$ cat src/rtl/gerenciador_de_patterns_param.sv
// gerenciador_de_patterns_param: step-driven pattern player with key-gated start/restart
// and a write-through pattern memory.
module gerenciador_de_patterns_param #(
    parameter int CMD_W  = 4,
    parameter int DEPTH  = 256,
    parameter int ADDR_W = 8,
    parameter int N_KEYS = 4,
    parameter int LOOP   = 0
) (
    input  logic              clk,
    input  logic              rst,
    input  logic              trocar_comando,
    input  logic [N_KEYS-1:0] KEY,
    input  logic              pausa,
    input  logic              wr_en,
    input  logic [ADDR_W-1:0] wr_addr,
    input  logic [CMD_W-1:0]  wr_data,
    input  logic [ADDR_W-1:0] fim_da_lista,
    output logic [CMD_W-1:0]  prox_comando,
    output logic              comando_valido,
    output logic [ADDR_W-1:0] index,
    output logic [7:0]        voltas,
    output logic              fim_de_jogo
);
    typedef enum logic [1:0] {IDLE, PLAY, DONE} state_t;
    localparam logic [ADDR_W-1:0] LAST = ADDR_W'(DEPTH - 1);
    state_t            state_q;
    logic [CMD_W-1:0]  mem_q [DEPTH];
    logic [CMD_W-1:0]  prox_q, rd_zero, rd_next;
    logic [ADDR_W-1:0] index_q, fim, idx_next;
    logic [7:0]        voltas_q;
    logic              solto_q, valido_q, fim_jogo_q;
    logic              wr_ok, keys_down, start, at_end;
    assign wr_ok     = wr_en && (32'(wr_addr) < DEPTH);
    assign fim       = (32'(fim_da_lista) < DEPTH - 1) ? fim_da_lista : LAST;
    assign idx_next  = index_q + ADDR_W'(1);
    assign keys_down = ~|KEY;
    assign start     = keys_down && solto_q;
    assign at_end    = index_q >= fim;
    // a write landing on the entry being loaded wins over the stale array value
    assign rd_zero   = (wr_en && wr_addr == '0) ? wr_data : mem_q[0];
    assign rd_next   = (wr_en && wr_addr == idx_next) ? wr_data : mem_q[idx_next];
    always_ff @(posedge clk) begin
        if (wr_ok) mem_q[wr_addr] <= wr_data;
    end
    always_ff @(posedge clk or negedge rst) begin
        if (!rst) begin
            state_q    <= IDLE;
            index_q    <= '0;
            prox_q     <= '0;
            valido_q   <= 1'b0;
            fim_jogo_q <= 1'b0;
            voltas_q   <= 8'd0;
            solto_q    <= 1'b0;
        end else if (trocar_comando) begin
            if (!keys_down) solto_q <= 1'b1;
            case (state_q)
                IDLE: if (start) begin
                    state_q  <= PLAY;
                    index_q  <= '0;
                    prox_q   <= rd_zero;
                    valido_q <= 1'b1;
                    voltas_q <= 8'd0;
                    solto_q  <= 1'b0;
                end
                PLAY: if (!pausa) begin
                    if (!at_end) begin
                        index_q <= idx_next;
                        prox_q  <= rd_next;
                    end else if (LOOP != 0) begin
                        index_q <= '0;
                        prox_q  <= rd_zero;
                        if (voltas_q != 8'hFF) voltas_q <= voltas_q + 8'd1;
                    end else begin
                        state_q    <= DONE;
                        valido_q   <= 1'b0;
                        prox_q     <= '0;
                        fim_jogo_q <= 1'b1;
                    end
                end
                DONE: if (start) begin
                    state_q    <= IDLE;
                    index_q    <= '0;
                    fim_jogo_q <= 1'b0;
                    solto_q    <= 1'b0;
                end
                default: state_q <= IDLE;
            endcase
        end
    end
    assign prox_comando   = prox_q;
    assign comando_valido = valido_q;
    assign index          = index_q;
    assign voltas         = voltas_q;
    assign fim_de_jogo    = fim_jogo_q;
endmodule

$ cat config.mk
export PLATFORM = sky130hd
export DESIGN_NAME = gerenciador_de_patterns_param
export DESIGN_NICKNAME = d
export VERILOG_FILES = /design/src/rtl/gerenciador_de_patterns_param.sv
export SDC_FILE = /design/constraint.sdc
export NUM_CORES = 1
export LEC_CHECK = 0
export ABC_AREA = 0
export BUFFER_PORTS_ARGS = -buffer_cell sky130_fd_sc_hd__buf_4
export CORE_MARGIN = 5
export CORE_UTILIZATION = 65
export CTS_BUF_LIST = sky130_fd_sc_hd__clkbuf_4
export DETAILED_ROUTE_END_ITERATION = 6
export PLACE_DENSITY = 0.82
export SYNTH_ARGS = -nofsm -noshare
export SYNTH_HDL_FRONTEND = slang
export SYNTH_SLANG_ARGS = --single-unit
$ cat constraint.sdc
create_clock -name clk -period 3.52 [get_ports clk]
set_input_delay 0.352 -clock clk [delete_from_list [all_inputs] [get_ports clk]]
set_output_delay 0.352 -clock clk [all_outputs]
set_load 0.02 [all_outputs]
# Word level (Yosys, flattened, before mapping)
# Memory sizes are Yosys's and may differ from the RTL's.
# Cells that the tools add are included.
totals:
  reg_bits: 17
  ramBits: 1024
  inputBits: 29
  output_inout_bits: 22
  wordCells: 64
  n_memories: 1
classes:
  n_addsub: 1
  order_cmp: 2
  eq_ne: 9
  muxes: 29
  n_reduce_logical: 16
memory_table:
  columns: ["memory", "words", "word_bits", "rd", "rd_clocked_by_memory_dff", "write_ports", "line_no", "rtl"]
  rows:
  - ["mem_q", 256, 4, 2, 0, 1, "28", "logic [CMD_W-1:0] mem_q [DEPTH];"]
op_table:
  columns: ["op", "n"]
  rows:
  - ["$mux W8", 4]
  - ["$mux W4", 5]
  - ["$reduce_and A5 Y1", 4]
  - ["$pmux W8 S2", 1]
  - ["$mux W1", 11]
  - ["$ne A2 B2 Y1 const B", 5]
  - ["$add A8 B1 Y8 const B", 1]
  - ["$eq A8 B8 Y1", 1]
  - ["$ge A8 B8 Y1", 1]
  - ["$logic_not A8 Y1", 1]
  - ["$lt A8 B8 Y1 const B", 1]
  - ["$mux W2", 4]
  - ["$pmux W4 S2", 1]
  - ["$pmux W2 S3", 1]
  - ["$reduce_bool A2 Y1", 3]
  - ["$pmux W1 S2", 2]
  - ["$reduce_and A4 Y1", 1]
  - ["$reduce_or A4 Y1", 1]
  - ["$logic_and A1 B1 Y1", 3]
  - ["$eq A2 B1 Y1 const B", 1]
  - ["$eq A2 B2 Y1 const B", 1]
  - ["$logic_not A2 Y1", 1]
  - ["$ne A2 B1 Y1 const B", 1]
  - ["$reduce_or A2 Y1", 1]
  - ["$logic_not A1 Y1", 1]

# Longest topological paths before layout
depth:
  ltp_word: 7
  mapped_depth: 15
  ltp_nobuf: 10

# Least setup slack after synthesis
# OpenSTA, ideal clock, no wires.
synth_timing:
  kind: "register to register"
  start: "register index_q[0], in the netlist index[0]"
  end: "register prox_q[3], in the netlist prox_comando[3]"
  setup_ns: 0.082
  t_arrival_ns: 3.170
  required_ns: 3.438
  setup_slack_ns: 0.268
  path_stages_with_launch: 15
  n_path_buf: 4
  synth_period_minus_slack_ns: 3.252
  cell_sequence: "dfrtp_1 > buf_2 > buf_6 > buf_4 > buf_2 > inv_1 > ha_1 > nand2b_1 > a21o_1 > a21oi_1 > o21ai_0 > nand2_1 > nand3b_2 > or4_1 > a31oi_1"
synth_between:
  elab_chain_cells: 7
  elab_cells_between_ends: 9
  classes_between: "add/sub (1); order compare (1); eq/ne (1); mux (4); reduce/logical (1); memory (1)"
synth_lines:
  columns: ["item", "line_no", "rtl"]
  rows:
  - ["start, declared", "30", "logic [ADDR_W-1:0] index_q, fim, idx_next;"]
  - ["start signal, assigned", "68", "index_q <= idx_next;"]
  - ["parallel branches: the longest is 4 deep, another holds $add A8 B1 Y8", null, null]
  - ["$mux W4 (*)", "67", "if (!at_end) begin"]
  - ["$mux W4 (*)", "66", "PLAY: if (!pausa) begin"]
  - ["$pmux W4 S2 (*)", "57", "case (state_q)"]
  - ["end signal, assigned", "61", "prox_q <= rd_zero;"]
  - ["end signal, assigned", "69", "prox_q <= rd_next;"]
  - ["end signal, assigned", "72", "prox_q <= rd_zero;"]
  - ["end, declared", "29", "logic [CMD_W-1:0] prox_q, rd_zero, rd_next;"]
# Every way passes the cells marked *. The select of a mux whose other input is x is not followed.
# A chain may end at the register's enable or synchronous reset.

# Final worst setup path
layout_timing:
  start: "register index_q[0], in the netlist index[0]"
  end: "register prox_q[1], in the netlist prox_comando[1]"
# The elaborated chain is that of the path after synthesis.

==> summary.md <==
| Metric | Value |
|---|---|
| Num CTS Buffers | about 240 |
| Skew final | about 0.077 ns |
| First-pass GRT wire length | around 150 mm |
| Worst-Margin Slew | roughly 1.1 ns |
| Wire per inst | 28.1 um |
| CTS Root Cell | clkbuf_4 |
| Ports | 51 |
| Global Route met3 Usage | 0.0830 |
| Critical path class | flip-flop to flip-flop |
| Max incr delay on CP | 0.54 ns |
| Grt total ovfl | 0 |
| Vias | between 20000 and 25000 |
| Fin nets | 2626 |
| Clock H-tree levels | 4 |
| Clk pin slew, worst setup/hold paths | roughly 0.070 ns |
| Total wire length | 102 mm |
| CP Launch Type | flip-flop |
| Vias in the first global route | approximately 24000 |
| Mapped Cells | 2303 |
| Placement Rows | between 90 and 100 |
| Maximum vdd drop | approximately 570 uV |
| Synthesized area per cell | roughly 18 um^2 |
| CP most frequent cell | buf_4 |
| Mapped cell area | 0.0423 mm^2 |
| Violations in the final reports | setup timing |
| GRT Total Usage | 0.292 |
| Placement Setup Slack | -0.0862 ns |
| Post-DP HPWL | 63.4 mm |
| Clock sinks | roughly 1000 |
| Setup TNS | -0.0130 ns |
| EDFF count, synth | just over 1000 |
| DIE AREA | around 0.07 mm^2 |
| Layout Utilization | 0.736 |
| # Max-Cap Violations | 0 |
| Slowest CP cell | xnor2_4 |
| Outcome | complete, but fails checks |
| Vias per inst | about 6.6 |
| Final Setup Violations | 1 |
| Top Usage Layer GRT | met2 |
| CP endpoint kind | flip-flop |
| Core region area | 0.0645 mm^2 |
| Final hold vios | 0 |
| Synth-to-layout area growth | 12.2% |
| Drt initial violations | 3639 |
| CTS tree | done |
| Period utilisation layout | 1.00 |
| CP required | between 4 and 5 ns |
| Starting density of the core | 0.656 |
| Final WS setup | -0.0130 ns |
| Met1 Resource Use GR | 0.394 |
| Maximum root-to-sink buffer count | 3 |
| Dominant synthesized flop cell | edfxtp_1 |
| Largest net degree at the start of global routing | ~120 |
| Port-buffer cells | 42 |
| Sequential share of the synthesized area | 0.738 |
| GR Util met2 | 0.455 |
| Synth unique cells | 74 |
| Async SR Flop Fraction | 0.0163 |
| Lkg Pwr | around 15 nW |
| Highest clock rate | 0.283 GHz |
| Power Density | about 700 mW/mm^2 |
| Clk_lat worst skew | 1.09 ns |
| Initial antenna violation count | 1 |
| Max-slew violations | 0 |
| Share of layout cells above drive strength 1 | 0.297 |
| Yosys warns | 0 |
| Final hold slack | 0.149 ns |
| Critical path arrival | ~4.5 ns |
| R2r setup slk | -0.01 ns |
| CP cell instances | ha_4, buf_4, xnor2_4, buf_4, buf_4, nand2_1, a21oi_1, nor4_1, or4_1, a31oi_1 |
| Drc violations | 0 |
| GP Congestion | around 0.96 |
| Min-Delay Path Class | primary input to flip-flop |
| Tmin final | between 3 and 4 ns |
| DRT antenna net count | 0 |
| Slew HR | 0.236 |
| RSZ-0062 raised after global routing | no |
| Die height | around 270 um |
| Detailed Routing Iterations Pass 1 | 7 |
| Total power | approximately 34 mW |
| Yosys reg bits | between 1000 and 1500 |
| CP max FO | 13 |
| Die W | ~270 um |
cell usage after synthesis (4+ instances only):
library cell,instances,area (um^2)
mux2i_1,42,420
nand2_1,266,998
o21ai_0,16,80.1
nand4_1,8,50.1
a2111oi_0,4,35.0
a31oi_1,8,50.1
nand3_1,22,110
a21oi_1,34,170
buf_1,6,22.5
dfrtp_1,17,425
nor2_1,265,995
and2_1,7,43.8
mux4_2,254,5720
o2111ai_1,8,70.1
ha_1,9,113
nor2b_1,10,62.6
nor4_1,8,50.1
and3b_1,4,35.0
a222oi_1,12,120
a22o_1,5,43.8
xor2_1,4,35.0
buf_2,28,140
nor3_1,6,30.0
or4_1,5,37.5
a21o_1,10,75.1
buf_4,36,270
mux2_2,10,113
o22ai_1,8,50.1
clkbuf_1,60,225
a221oi_1,7,61.3
o221ai_1,4,35.0
buf_6,15,169
edfxtp_1,1024,30700
xnor2_1,10,87.6
inv_1,19,71.3
nand2b_1,5,31.3
critical path, delay by kind of cell (launching register included):
family | cells | cell delay, ns
AOI/OAI and AO/OA | 2 | 0.65
DFF | 1 | 0.53
buffers and inverters | 3 | 0.71
and+or+nand+nor | 3 | 0.77
adders and majority gates | 1 | 0.23
xor gates and xnor gates | 1 | 0.54
metal layers:
layer | wire (um) | share of wire | vias up
met5 | 0 | 0 | -
met4 | 4840 | 0.047 | 0
met3 | 12500 | 0.12 | 300
met2 | 49300 | 0.48 | 1802
met1 | 35600 | 0.35 | 12000
li1 | - | - | 9863
cell type report:
cell class / instances / area (um^2)
Antenna cell: 4 / 10.0
Clock buffer: 344 / 2580
Clock inverter: 89 / 502
Fill cell: 3567 / 17000
Inverter: 19 / 71.3
Multi-Input combinational cell: 1106 / 10300
Sequential cell: 1041 / 31200
Tap cell: 855 / 1070
Timing Repair Buffer: 182 / 1680
cells by family (layout without fill, tap and decap cells):
kind of cell	count (synthesis)	after routing	synth area share
compound gates	136	136	0.0227
xor+xnor	18	19	0.00497
fa+ha+maj	9	9	0.00266
buf+inv	164	634	0.0213
flops	1041	1041	0.738
mux	306	306	0.148
other cells	1	12	0.0000887
simple gates	628	628	0.0629
flip-flops by register name, indices dropped and copies added (netlist names):
register,count
comando_valido,1
fim_de_jogo,1
index,8
mem_q,1024
prox_comando,4
solto_q,1
state_q,2
where the power goes:
part / switching (mW) / internal (mW)
Sequential: 0.111 / 13.7
Clock: 4.64 / 4.81
Combinational: 5.82 / 4.68
Total: 10.6 / 23.2
path summary, 6_finish.rpt:
path,from,end,depth (start not counted)
max,index[0],prox_comando[1],10
min,wr_addr[4],mem_q[248][1],4
max reg2reg,index[0],prox_comando[1],10
min reg2reg,solto_q,solto_q,2
max in group asynchronous,rst,index[0],3
min in group asynchronous,rst,state_q[1],3
placed cells by master (no fill, tap or decap), types with 24 or more instances in the layout:
| master | n |
|---|---|
| a21oi_1 | 32 |
| mux4_2 | 254 |
| nand2_1 | 266 |
| buf_4 | 138 |
| mux2i_1 | 42 |
| edfxtp_1 | 1024 |
| clkinv_1 | 64 |
| dlygate4sd3_1 | 24 |
| nor2_1 | 265 |
| clkbuf_4 | 344 |
per-stage QoR:
step | cells | cell area, um^2
6_report | 3640 | 47400
2_1_floorplan | 2310 | 42300
4_1_cts | 3626 | 47200
3_3_place_gp | 3169 | 43900
3_5_place_dp | 3169 | 43900
5_1_grt | 3638 | 47400
what timing repair did:
item | 4_1_cts | 5_1_grt
pin swaps | 0 | 2
endpoints found under the hold margin | 491 | 0
setup buffers | 0 | 8
hold buffers | 24 | 0
gates resized for setup | 4 | 18
endpoints found under the setup margin | 4 | 6
gates cloned | 0 | 2
(Power assumes the default switching activity.)
